### src/rtl/fbs_restore_unpacker_if.sv
// Restore-side handshake bundle between control, the fbs restore port and the
// f-register file write port. The unpacker uses the slave modport.
interface fbs_restore_unpacker_if #(
  parameter int WORD_W   = 16,
  parameter int NUM_REGS = 16,
  parameter int ADDR_W   = 4
);
  logic                         restoreReq;
  logic [15:0]                  fbsCount;
  logic                         fbsRestore;
  logic                         fbsRestoreOut;
  logic [WORD_W*NUM_REGS-1:0]   fbsDataOut;
  logic                         regWrite;
  logic [ADDR_W-1:0]            regAddr;
  logic [WORD_W-1:0]            regData;
  logic                         busy;
  logic                         done;
  logic                         error;

  modport master (
    output restoreReq, fbsCount, fbsRestoreOut, fbsDataOut,
    input  fbsRestore, regWrite, regAddr, regData, busy, done, error
  );

  modport slave (
    input  restoreReq, fbsCount, fbsRestoreOut, fbsDataOut,
    output fbsRestore, regWrite, regAddr, regData, busy, done, error
  );
endinterface

### src/rtl/fbs_restore_unpacker.sv
// Pops one snapshot from fbs and writes it back into the f-register file, one
// register per cycle. Optional WAIT timeout: define FBS_RESTORE_TIMEOUT_EN.
module fbs_restore_unpacker #(
  parameter int WORD_W   = 16,
  parameter int NUM_REGS = 16,
  parameter int ADDR_W   = 4,
  parameter int TIMEOUT  = 8
) (
  input  logic                  clk,
  input  logic                  reset,
  fbs_restore_unpacker_if.slave ifc
);
  localparam int IMG_W = WORD_W * NUM_REGS;
  localparam logic [ADDR_W-1:0] LAST_IDX = ADDR_W'(NUM_REGS - 1);

  typedef enum logic [2:0] {
    S_IDLE,
    S_REQ,
    S_WAIT,
    S_WRITE,
    S_DONE
  } state_t;

  state_t            state_q, state_d;
  logic [IMG_W-1:0]  shadow_q;
  logic [ADDR_W-1:0] idx_q;
  logic              error_q, error_d;
  logic              load;

`ifdef FBS_RESTORE_TIMEOUT_EN
  localparam int TO_W = $clog2(TIMEOUT + 1);
  localparam logic [TO_W-1:0] TO_LAST = TO_W'(TIMEOUT - 1);

  logic [TO_W-1:0] tmo_q;
  logic            tmo_hit;

  // Counter is zero on the first WAIT cycle, so the last allowed cycle is TIMEOUT-1.
  assign tmo_hit = (tmo_q == TO_LAST);
`endif

  always_comb begin
    state_d = state_q;
    error_d = 1'b0;
    load    = 1'b0;
    case (state_q)
      S_IDLE: begin
        if (ifc.restoreReq) begin
          if (ifc.fbsCount != 16'd0) state_d = S_REQ;
          else                       error_d = 1'b1;
        end
      end
      S_REQ:   state_d = S_WAIT;
      S_WAIT: begin
        if (ifc.fbsRestoreOut) begin
          state_d = S_WRITE;
          load    = 1'b1;
        end
`ifdef FBS_RESTORE_TIMEOUT_EN
        else if (tmo_hit) begin
          state_d = S_IDLE;
          error_d = 1'b1;
        end
`endif
      end
      S_WRITE: begin
        if (idx_q == LAST_IDX) state_d = S_DONE;
      end
      S_DONE:  state_d = S_IDLE;
      default: state_d = S_IDLE;
    endcase
  end

  always_ff @(posedge clk) begin
    if (reset) begin
      state_q  <= S_IDLE;
      error_q  <= 1'b0;
      idx_q    <= '0;
      shadow_q <= '0;
`ifdef FBS_RESTORE_TIMEOUT_EN
      tmo_q    <= '0;
`endif
    end else begin
      state_q <= state_d;
      error_q <= error_d;
      if (load) begin
        shadow_q <= ifc.fbsDataOut;
        idx_q    <= '0;
      end else if (state_q == S_WRITE) begin
        idx_q <= idx_q + ADDR_W'(1);
      end
`ifdef FBS_RESTORE_TIMEOUT_EN
      if (state_q == S_WAIT) tmo_q <= tmo_q + TO_W'(1);
      else                   tmo_q <= '0;
`endif
    end
  end

  // Write port is quiet (all zero) outside WRITE.
  assign ifc.fbsRestore = (state_q == S_REQ);
  assign ifc.busy       = (state_q != S_IDLE);
  assign ifc.regWrite   = (state_q == S_WRITE);
  assign ifc.regAddr    = (state_q == S_WRITE) ? idx_q : '0;
  assign ifc.regData    = (state_q == S_WRITE) ? shadow_q[idx_q*WORD_W +: WORD_W] : '0;
  assign ifc.done       = (state_q == S_DONE);
  assign ifc.error      = error_q;
endmodule

### src/flat_wrapper.sv
// flat-port wrapper written by rule: the top's interface ports become plain ports
module fbs_restore_unpacker_flat 
#(
  parameter int WORD_W   = 16,
  parameter int NUM_REGS = 16,
  parameter int ADDR_W   = 4,
  parameter int TIMEOUT  = 8
)
  (clk, reset, ifc_restoreReq, ifc_fbsCount, ifc_fbsRestoreOut, ifc_fbsDataOut, ifc_fbsRestore, ifc_regWrite, ifc_regAddr, ifc_regData, ifc_busy, ifc_done, ifc_error);
  fbs_restore_unpacker_if #(.WORD_W(WORD_W), .NUM_REGS(NUM_REGS), .ADDR_W(ADDR_W)) ifc_i ();
  input  logic clk;
  input  logic reset;
  input wire logic [$bits(ifc_i.restoreReq)-1:0] ifc_restoreReq;
  input wire logic [$bits(ifc_i.fbsCount)-1:0] ifc_fbsCount;
  input wire logic [$bits(ifc_i.fbsRestoreOut)-1:0] ifc_fbsRestoreOut;
  input wire logic [$bits(ifc_i.fbsDataOut)-1:0] ifc_fbsDataOut;
  output wire logic [$bits(ifc_i.fbsRestore)-1:0] ifc_fbsRestore;
  output wire logic [$bits(ifc_i.regWrite)-1:0] ifc_regWrite;
  output wire logic [$bits(ifc_i.regAddr)-1:0] ifc_regAddr;
  output wire logic [$bits(ifc_i.regData)-1:0] ifc_regData;
  output wire logic [$bits(ifc_i.busy)-1:0] ifc_busy;
  output wire logic [$bits(ifc_i.done)-1:0] ifc_done;
  output wire logic [$bits(ifc_i.error)-1:0] ifc_error;
  assign ifc_i.restoreReq = ifc_restoreReq;
  assign ifc_i.fbsCount = ifc_fbsCount;
  assign ifc_i.fbsRestoreOut = ifc_fbsRestoreOut;
  assign ifc_i.fbsDataOut = ifc_fbsDataOut;
  assign ifc_fbsRestore = ifc_i.fbsRestore;
  assign ifc_regWrite = ifc_i.regWrite;
  assign ifc_regAddr = ifc_i.regAddr;
  assign ifc_regData = ifc_i.regData;
  assign ifc_busy = ifc_i.busy;
  assign ifc_done = ifc_i.done;
  assign ifc_error = ifc_i.error;
  fbs_restore_unpacker #(.WORD_W(WORD_W), .NUM_REGS(NUM_REGS), .ADDR_W(ADDR_W), .TIMEOUT(TIMEOUT)) u_core (.clk(clk), .reset(reset), .ifc(ifc_i));
endmodule
### config.mk
export PLATFORM = sky130hd
export DESIGN_NAME = fbs_restore_unpacker_flat
export DESIGN_NICKNAME = d
export VERILOG_FILES = /design/src/rtl/fbs_restore_unpacker_if.sv /design/src/rtl/fbs_restore_unpacker.sv /design/src/flat_wrapper.sv
export SDC_FILE = /design/constraint.sdc
export NUM_CORES = 1
export LEC_CHECK = 0
export BUFFER_PORTS_ARGS = -buffer_cell sky130_fd_sc_hd__buf_2
export CORE_ASPECT_RATIO = 1.5
export CORE_MARGIN = 3
export CORE_UTILIZATION = 45
export CTS_CLUSTER_SIZE = 25
export DETAILED_ROUTE_END_ITERATION = 8
export PLACE_DENSITY = 0.78
export SETUP_SLACK_MARGIN = 0.02
export SYNTH_ARGS = -nofsm -noshare
export SYNTH_HDL_FRONTEND = slang
export SYNTH_SLANG_ARGS = --single-unit
### constraint.sdc
create_clock -name clk -period 4.9 [get_ports clk]
set_clock_uncertainty 0.2 [all_clocks]
set_input_delay 0.245 -clock clk [delete_from_list [all_inputs] [get_ports clk]]
set_output_delay 0.245 -clock clk [all_outputs]
set_load 0.005 [all_outputs]
Yosys cells after proc, flatten, opt, wreduce, memory -nomap -nowiden

Index checks and enable logic that the tools add are counted.

Add/subtract/negate cells: 1
$mul: 0
Div/mod/pow operators: 0
$lt $le $gt $ge: 0
Equality and inequality tests: 9
Shifts and indexed selects: 1
Mux-type cells: 10
Bitwise gates (word level): 2
Reductions and logical operators: 6

Operators with widths:

| kind                                                  | number |
|---|---|
| indexed part select 256 x 9 -> 16 bit                 | 1 |
| two-way mux 16 bit                                    | 1 |
| nonzero test 16 bit                                   | 1 |
| two-way mux 3 bit                                     | 4 |
| one-hot mux 3 bit (4 select lines)                    | 1 |
| == test 3 x 2 -> 1 bit, second input constant         | 2 |
| adder 4 x 1 -> 4 bit, second input constant           | 1 |
| == test 4 bit, second input constant                  | 1 |
| two-way mux 4 bit                                     | 1 |
| inequality test 2 x 1 -> 1 bit, second input constant | 2 |
| inequality test 2 bit, second input constant          | 2 |
| AND reduction 4 bit                                   | 1 |
| == test 3 x 1 -> 1 bit, second input constant         | 1 |
| == test 3 bit, second input constant                  | 1 |
| logical NOT 3 bit                                     | 1 |
| two-way mux 1 bit                                     | 3 |
| nonzero test 3 bit                                    | 1 |
| OR reduction 3 bit                                    | 1 |
| inverter 1 bit                                        | 2 |
| OR reduction 2 bit                                    | 1 |

Bits in registers: 264
Latch bits: 0
Memory bits (writable): 0
ROM bits: 0
Output and inout port bits: 25
Logic and storage cells: 33
Memories: 0

Logic depth before layout (Yosys ltp)

Gate-level depths: netlist (run 1).

Word-level depth: 4
Mapped depth: 8
Depth with buffers taken out: 5

Worst setup path after synthesis (run 1)

No wires, ideal clock.

Path type: register to output
From: reg u_core.idx_q[0]
To: out ifc_regData[10]
Arrival time: 1.524 ns
Slack: 2.931 ns
Stages on the path, launching flop included: 6
Path buffers: 2
Cell sequence: dfxtp_1 -> clkbuf_2 -> buf_2 -> mux4_2 -> a22oi_1 -> nand3_1

Longest elaborated chain between the ends: 2

Ends and longest elaborated chain:

| what                                  | RTL line                    | RTL |
|---|---|---|
| start, declared                       | fbs_restore_unpacker.sv:26  | `logic [ADDR_W-1:0] idx_q;` |
| start signal, assigned                | fbs_restore_unpacker.sv:89  | `idx_q <= idx_q + ADDR_W'(1);` |
| indexed part select 256 x 9 -> 16 bit | fbs_restore_unpacker.sv:103 | `assign ifc.regData = (state_q == S_WRITE) ? shadow_q[idx_q*WORD_W +: WORD_W] : '0;` |
| two-way mux 16 bit                    | fbs_restore_unpacker.sv:103 |  |
| end, declared                         | flat_wrapper.sv:20          | `output wire logic [$bits(ifc_i.regData)-1:0] ifc_regData;` |

Every way passes these cells.

Worst setup path in the final report (run 1)

From: reg u_core.idx_q[0]
To: out ifc_regData[9]

The elaborated chain is that of the path after synthesis.

==> results of run 1 <==
## cells in the mapped netlist (2+ instances only)
library cell               instances  area share
sky130_fd_sc_hd__mux4_2           61        0.12
sky130_fd_sc_hd__mux2i_1           5      0.0045
sky130_fd_sc_hd__nand3_1          47       0.021
sky130_fd_sc_hd__buf_2            66       0.030
sky130_fd_sc_hd__buf_6             3      0.0030
sky130_fd_sc_hd__dfxtp_1         264        0.47
sky130_fd_sc_hd__mux2_2            2      0.0020
sky130_fd_sc_hd__nor2_1            4      0.0013
sky130_fd_sc_hd__and2_1            5      0.0028
sky130_fd_sc_hd__or3_1             3      0.0017
sky130_fd_sc_hd__nand2_1         518        0.17
sky130_fd_sc_hd__xor2_1            2      0.0016
sky130_fd_sc_hd__inv_1             3      0.0010
sky130_fd_sc_hd__nor3_1            4      0.0018
sky130_fd_sc_hd__buf_4             2      0.0013
sky130_fd_sc_hd__nor4_1            8      0.0045
sky130_fd_sc_hd__clkbuf_1         42       0.014
sky130_fd_sc_hd__a22oi_1          15       0.010
sky130_fd_sc_hd__a21oi_1         257        0.12
sky130_fd_sc_hd__nand4_1           2      0.0011
## power groups by stage
stage / combinational (mW) / clock [mW] / sequential [mW]
after floorplan: 0.269 / 0 / 2.30
after global placement: 0.415 / 0 / 2.33
after detailed placement: 0.424 / 0 / 2.34
after CTS: 0.584 / 1.98 / 2.29
after global routing: 0.658 / 2.07 / 2.30
final: 0.612 / 1.97 / 2.29
## layer usage
metal / up-vias / part of all wire / wire (um) / global-route usage
met5: - / 0 / 0 / 0
met4: 0 / 0.083 / 3564 / 0.2264
met3: 243 / 0.076 / 3265 / 0.05693
met2: 751 / 0.50 / 21580 / 0.5383
met1: 5590 / 0.34 / 14660 / 0.3295
li1: 5455 / - / - / -
## final cells by class
cell class | count | area share
Sequential cell | 264 | 0.3291
Clock buffer | 36 | 0.04458
Multi-Input combinational cell | 948 | 0.3321
Tap cell | 324 | 0.02521
Antenna cell | 7 | 0.001089
Timing Repair Buffer | 566 | 0.2607
Inverter | 3 | 0.0007003
Clock inverter | 10 | 0.006458
## flip-flops by register name, summed over array words and instances, names as in the netlist
| register | cells |
|---|---|
| u_core.ifc.error | 1 |
| u_core.state_q | 3 |
| u_core.shadow_q | 256 |
| u_core.idx_q | 4 |
## how the worst min path moves through the flow
stage                            to  slack (ps)  cells past startpoint
6_report          u_core.state_q[0]          30                      5
5_1_grt           u_core.state_q[0]          80                      5
4_1_cts           u_core.state_q[0]          40                      5
3_5_place_dp    u_core.shadow_q[38]         250                      2
3_3_place_gp   u_core.shadow_q[101]         240                      2
2_1_floorplan      u_core.ifc.error         160                      2
## logic make-up (layout without fill, tap and decap cells)
family	count (synthesis)	in the layout	synth area share
AO/OA/AOI/OAI	278	278	0.1292
XOR/XNOR	3	3	0.002351
adder cells (fa/ha/maj)	1	1	0.001119
buffers and inverters	118	615	0.04981
flip-flops	264	264	0.4729
multiplexers	68	68	0.1294
other	0	7	0
AND/OR/NAND/NOR	598	598	0.2153
## critical path, cell delays in order (launching register included)
cell                      delay, ps
sky130_fd_sc_hd__dfxtp_4        940
sky130_fd_sc_hd__buf_4          330
sky130_fd_sc_hd__mux4_2         520
sky130_fd_sc_hd__a22oi_1        300
sky130_fd_sc_hd__nand3_1        200
sky130_fd_sc_hd__buf_2          180
==> results by group, run 1 <==
Cells and area
  • Area taken by multi-input logic gates: 5340 um^2
  • Layout cells sized above 1: 0.2288
  • FILL cells: 1,769
  • Cell area after layout: around 16,000 um^2
  • Sequential cell area: 5293 um^2
  • NumNets Final: 2,085
  • Commonest non-fill, non-tap cell in the layout: sky130_fd_sc_hd__nand2_1
  • Commonest cells after routing, fill and taps aside: sky130_fd_sc_hd__nand2_1 (518), sky130_fd_sc_hd__buf_2 (299), sky130_fd_sc_hd__dfxtp_1 (262), sky130_fd_sc_hd__dlygate4sd3_1 (259), sky130_fd_sc_hd__a21oi_1 (257)
  • Final Non-Filler Cells: 2,158
  • Share of the core filled with cells: 0.6581
  • Layout overhead on the synthesized area: 43.87%

CTS
  • Number of sinks handled by clock tree synthesis: around 260
  • Skew-Pair Late Insertion Delay: 540 ps
  • CTS Hold Bufs: roughly 260
  • CTS Buffer Depth: 3
  • Total of cells resized after clock tree synthesis: 0
  • Clock tree root buffer cell: sky130_fd_sc_hd__clkbuf_16
  • Clock input transition at the sequential cells of the worst setup and hold paths: 60 ps
  • Clock buffer count from CTS: 25
  • CTS tree: yes
  • Post-CTS setup buffer count: 0
  • Clock H-tree levels: 1

Critical path
  • Worst Setup Path Type: reg -> out
  • FF-to-FF path depth: 4
  • Crit path arrival time: 3040 ps
  • End of the critical path: ifc_regData[9]
  • Kind of end point of the critical path: primary output
  • Required time reported for the critical path endpoint: between 4000 and 5000 ps
  • Element type at the critical path start: register
  • CP Launch Point: u_core.idx_q[0]
  • Setup slack of the most critical reg-to-reg path: 2080 ps
  • Worst flop-to-flop path endpoint: u_core.shadow_q[67]
  • Source of the worst register-to-register timing path: u_core.state_q[0]
  • Maximum fanout encountered on the critical timing path: 47

Floorplanning
  • Cell row count: 70
  • Die width: 134.7 um
  • Core region area: 24,440 um^2
  • I/O pin total: ~300
  • Area enclosed by the die boundary: 26,800 um^2
  • Initial core utilization: 0.4574
  • Die Ht: between 150 and 200 um

Place
  • Weighted congestion at the end of routability-driven global placement: 0.9213
  • Placed inst area: 12,650 um^2
  • Setup Slack @ Placement: 2009 ps
  • Number of I/O port buffers: 300
  • HPWL reported at the end of detailed placement: 25,020 um
  • Cell Count Post-Placement: ~1,800

STA
  • Final count of negative-setup-slack endpoints: 0
  • Slew of the pin with the lowest slew margin: ~1100 ps
  • Setup total negative slack: 0 ps
  • Min cycle time layout: between 3000 and 4000 ps
  • Number of pins with negative max-slew slack in the final report: 0
  • Setup slack after layout: 1413 ps
  • Slew Limit Headroom: 0.2404
  • Fin crit share: 0.7117
  • Worst hold margin: 26.65 ps
  • RSZ-0062 raised after global routing: false
  • Final Hold Fails: 0
  • Top achievable clock speed: roughly 290 MHz

Drt
  • Via count: ~12,000
  • Violation count after the first detailed-routing iteration: 1,339
  • Total Wirelength: 43,070 um
  • DRC violations left: 0
  • Count of antenna-violating nets left after detailed routing: 0
  • Vias per Instance: 5.579
  • Number of optimization iterations in the first detailed-route pass: 7
  • Routed len/inst: 19.96 um

Hold path
  • Path type of the worst min-delay path: in -> reg
  • Hold Path Origin: ifc_fbsCount[14]

Yosys
  • Syn nets: 1,607
  • Count of synthesis-stage warnings from yosys: 0
  • Post-synthesis instance area: 11,180 um^2
  • Synth async-reset ratio: 0
  • Number of flops mapped to enable cells by yosys: 0
  • Main flop type after synthesis: sky130_fd_sc_hd__dfxtp_1
  • Unique cell type count in the Yosys netlist: 37
  • Number of cells produced by synthesis: 1,330
  • Post-synthesis register bit count: 264
  • Post-Synthesis Mean Instance Area: 8.404 um^2
  • Portion of the post-synthesis area used by sequential elements: 0.4729

Power and ir drop
  • Register share of total power: 0.471
  • Power share of the combinational group: 0.126
  • Net switching power of the design: 1.198 mW
  • Final Power: 4.868 mW
  • Clock power share: 0.404
  • Cell-internal power: 3.671 mW
  • Pwr per Cell Area: 302.7 nW/um^2
  • Static Leak: between 6 and 7 nW
  • Net Sw Frac: 0.2460
  • Maximum ir drop on the vdd rail: 0.0002317 V

Global routing
  • Total overflow reported by the global router: 0
  • Pin count of the biggest net entering global routing: around 230
  • Global-route wire length before repair: 64,830 um
  • GRT Overall Usage: 0.3079
  • Number of global-route vias before repair: 12,375
  • Initial antenna violation count: 4

Flow run
  • Max cap viols: 0

Outcome
  • Outcome: completed
Power figures use the tool's default switching activity.
==> run 2: changes to the inputs <==
--- a/config.mk
+++ b/config.mk
@@ -11,7 +11,7 @@
 export CORE_UTILIZATION = 45
 export CTS_CLUSTER_SIZE = 25
 export DETAILED_ROUTE_END_ITERATION = 8
-export PLACE_DENSITY = 0.78
+export PLACE_DENSITY = 0.81
 export SETUP_SLACK_MARGIN = 0.02
 export SYNTH_ARGS = -nofsm -noshare
 export SYNTH_HDL_FRONTEND = slang
==> constraint.sdc (replaced) <==
create_clock -name clk -period 2.8 [get_ports clk]
set_clock_uncertainty 0.2 [all_clocks]
set_input_delay 0.14 -clock clk [delete_from_list [all_inputs] [get_ports clk]]
set_output_delay 0.14 -clock clk [all_outputs]
set_load 0.005 [all_outputs]
==> run 2 against run 1 <==
Via count is 2.8% higher. Count of clock-buffer cells in the layout is 4 lower. Combinational power is 83% higher. Non-clock buffer count is 16 higher. Wire length is 6.5% higher. First-iteration DRC count is 3.4% higher. Core utilization is 1.2 points higher. Critical path depth stayed put. Largest power group unchanged. Highest routed layer unchanged.
==> results by group, run 2 (synthesized netlist as in run 1, its figures left out) <==
Outcome
  • Outcome: completed (unchanged)

Drt
  • Number of optimization iterations in the first detailed-route pass: 8 (was 7)
  • Total Wirelength: 45,860 um (was 43,070 um)
  • Vias per Instance: 5.701 (was 5.579)
  • Violation count after the first detailed-routing iteration: 1,385 (was 1,339)
  • Routed len/inst: 21.11 um (was 19.96 um)
  • Count of antenna-violating nets left after detailed routing: 0 (unchanged)
  • Via count: 12,382 (was 12,039)
  • DRC violations left: 0 (unchanged)

Floorplanning
  • Cell row count: 70 (unchanged)
  • Area enclosed by the die boundary: 26,800 um^2 (unchanged)
  • Die Ht: 199.0 um (unchanged)
  • Die width: 134.7 um (unchanged)
  • Core region area: 24,440 um^2 (unchanged)
  • I/O pin total: 301 (unchanged)
  • Initial core utilization: 0.4574 (unchanged)

Critical path
  • Crit path arrival time: 2380 ps (was 3040 ps)
  • Worst flop-to-flop path endpoint: u_core.shadow_q[149] (was u_core.shadow_q[67])
  • Worst Setup Path Type: reg -> out (unchanged)
  • CP Launch Point: u_core.idx_q[1] (was u_core.idx_q[0])
  • Kind of end point of the critical path: primary output (unchanged)
  • FF-to-FF path depth: 5 (was 4)
  • Required time reported for the critical path endpoint: 2460 ps (was 4450 ps)
  • Setup slack of the most critical reg-to-reg path: 530 ps (was 2080 ps)
  • Element type at the critical path start: register (unchanged)
  • Maximum fanout encountered on the critical timing path: 24 (was 47)
  • Source of the worst register-to-register timing path: u_core.state_q[1] (was u_core.state_q[0])

Place
  • Weighted congestion at the end of routability-driven global placement: 0.9756 (was 0.9213)
  • Number of I/O port buffers: 300 (unchanged)
  • Placed inst area: 12,790 um^2 (was 12,650 um^2)
  • HPWL reported at the end of detailed placement: 27,820 um (was 25,020 um)

STA
  • Slew of the pin with the lowest slew margin: 958.3 ps (was 1138 ps)
  • Slew Limit Headroom: 0.3611 (was 0.2404)
  • Fin crit share: 0.9720
  • Setup total negative slack: 0 ps (unchanged)
  • RSZ-0062 raised after global routing: false (unchanged)
  • Final Hold Fails: 0 (unchanged)
  • Final count of negative-setup-slack endpoints: 0 (unchanged)
  • Top achievable clock speed: 367.4 MHz
  • Min cycle time layout: around 2700 ps
  • Number of pins with negative max-slew slack in the final report: 0 (unchanged)

Hold path
  • Path type of the worst min-delay path: in -> reg (unchanged)
  • Count of cells along the worst hold path: 2 (was 5)
  • Hold Path Origin: reset (was ifc_fbsCount[14])
  • Worst Hold End: u_core.shadow_q[192] (was u_core.state_q[0])

Cells and area
  • Cell area after layout: 16,380 um^2 (was 16,080 um^2)
  • Largest register by flop count: u_core.shadow_q (unchanged)
  • FILL cells: 1,746 (was 1,769)
  • Share of the core filled with cells: 0.6705 (was 0.6581)
  • Commonest cells after routing, fill and taps aside: sky130_fd_sc_hd__nand2_1 (518), sky130_fd_sc_hd__buf_2 (299), sky130_fd_sc_hd__dfxtp_1 (261), sky130_fd_sc_hd__dlygate4sd3_1 (260), sky130_fd_sc_hd__a21oi_1 (257) (was sky130_fd_sc_hd__nand2_1 (518), sky130_fd_sc_hd__buf_2 (299), sky130_fd_sc_hd__dfxtp_1 (262), sky130_fd_sc_hd__dlygate4sd3_1 (259), sky130_fd_sc_hd__a21oi_1 (257))
  • Regs by FF count: u_core.shadow_q x256, u_core.idx_q x4, u_core.state_q x3 (unchanged)
  • Commonest non-fill, non-tap cell in the layout: sky130_fd_sc_hd__nand2_1 (unchanged)
  • Max FFs per register: 256 (unchanged)
  • NumNets Final: 2,102 (was 2,085)
  • Layout overhead on the synthesized area: 46.59% (was 43.87%)
  • Layout cells sized above 1: 0.2381 (was 0.2288)

CTS
  • Number of sinks handled by clock tree synthesis: 264 (unchanged)
  • CTS tree: yes (unchanged)
  • Clock buffer count from CTS: 26 (was 25)
  • Skew-Pair Late Insertion Delay: 530 ps (was 540 ps)
  • Clock tree root buffer cell: sky130_fd_sc_hd__clkbuf_16 (unchanged)
  • Clock H-tree levels: 1 (unchanged)
  • CTS Buffer Depth: 3 (unchanged)
  • Clock input transition at the sequential cells of the worst setup and hold paths: 60 ps (about the same)

Power and ir drop
  • Maximum ir drop on the vdd rail: 0.0004777 V (was 0.0002317 V)
  • Pwr per Cell Area: 536.5 nW/um^2 (was 302.7 nW/um^2)
  • Static Leak: 6.250 nW (was 6.114 nW)
  • Final Power: 8.790 mW (was 4.868 mW)

Global routing
  • Total overflow reported by the global router: 0 (unchanged)
  • GRT Overall Usage: 0.3303 (was 0.3079)
  • Number of global-route vias before repair: 12,464 (was 12,375)
  • Initial antenna violation count: 2 (was 4)
  • Global-route wire length before repair: 68,070 um (was 64,830 um)
  • Pin count of the biggest net entering global routing: 150 (was 227)

Flow run
  • Max cap viols: 0 (unchanged)
-- run 2: metal layers --
| layer | part of all wire | track usage | vias up | wire [um] |
|---|---|---|---|---|
| li1 | - | - | 5492 | - |
| met1 | 0.32 | 0.3572 | 5786 | 14900 |
| met2 | 0.51 | 0.5834 | 824 | 23410 |
| met3 | 0.082 | 0.05896 | 280 | 3755 |
| met4 | 0.083 | 0.2249 | 0 | 3785 |
| met5 | 0 | 0 | - | 0 |
-- run 2: timing repair --
| item | in CTS | in global routing |
|---|---|---|
| resized for setup | 1 | 2 |
| buffers inserted | 3 | 2 |
| pin swaps | 0 | 1 |
| cloned | 0 | 0 |
| setup endpoints to repair | 15 | 16 |
| hold buffers | 260 | 0 |
| hold endpoints to repair | 258 | 0 |
-- run 2: cell type report --
class                      instances  area (um^2)  area share
antenna                            4        10.01   0.0006109
clock buffer                      32        714.4     0.04360
clock inverter                    15        177.7     0.01084
inverter                           3        11.26   0.0006873
tap                              324        405.4     0.02474
multi-input combinational        948         5349      0.3265
timing repair buffer             582         4423      0.2699
sequential                       264         5294      0.3231
-- run 2: how the worst max path moves through the flow --
stage	to	cells after the start	slack, ps
2_1_floorplan	ifc_regData[10]	5	940
3_3_place_gp	ifc_regData[7]	5	420
3_5_place_dp	ifc_regData[10]	5	410
4_1_cts	ifc_regData[10]	4	30
5_1_grt	ifc_regData[12]	5	20
6_report	ifc_regData[13]	5	80
-- run 2: where the power goes --
part           switching (mW)  leakage [nW]  total [mW]  internal [mW]
Combinational           0.536          3.67        1.12          0.587
Clock                    1.54         0.437        3.65           2.11
Sequential              0.119          2.14        4.02           3.90
Total                    2.19          6.25        8.79           6.60
-- run 2: critical path: stages (launching register included) --
cell and delay [ps]:
sky130_fd_sc_hd__dfxtp_4 600, sky130_fd_sc_hd__buf_12 250, sky130_fd_sc_hd__mux4_2 550, sky130_fd_sc_hd__nand3_1 110
sky130_fd_sc_hd__nand3_1 160, sky130_fd_sc_hd__buf_2 180
-- run 2: through the flow --
step	setup slack [ps]	instances	hold slack, ps
final	78.32	2172	156.9
after global routing	20.83	2170	208.9
after CTS	25.74	2166	164.8
after detailed placement	407.1	1856	189.1
after global placement	424.7	1856	184.4
after floorplan	936.4	1330	59.40
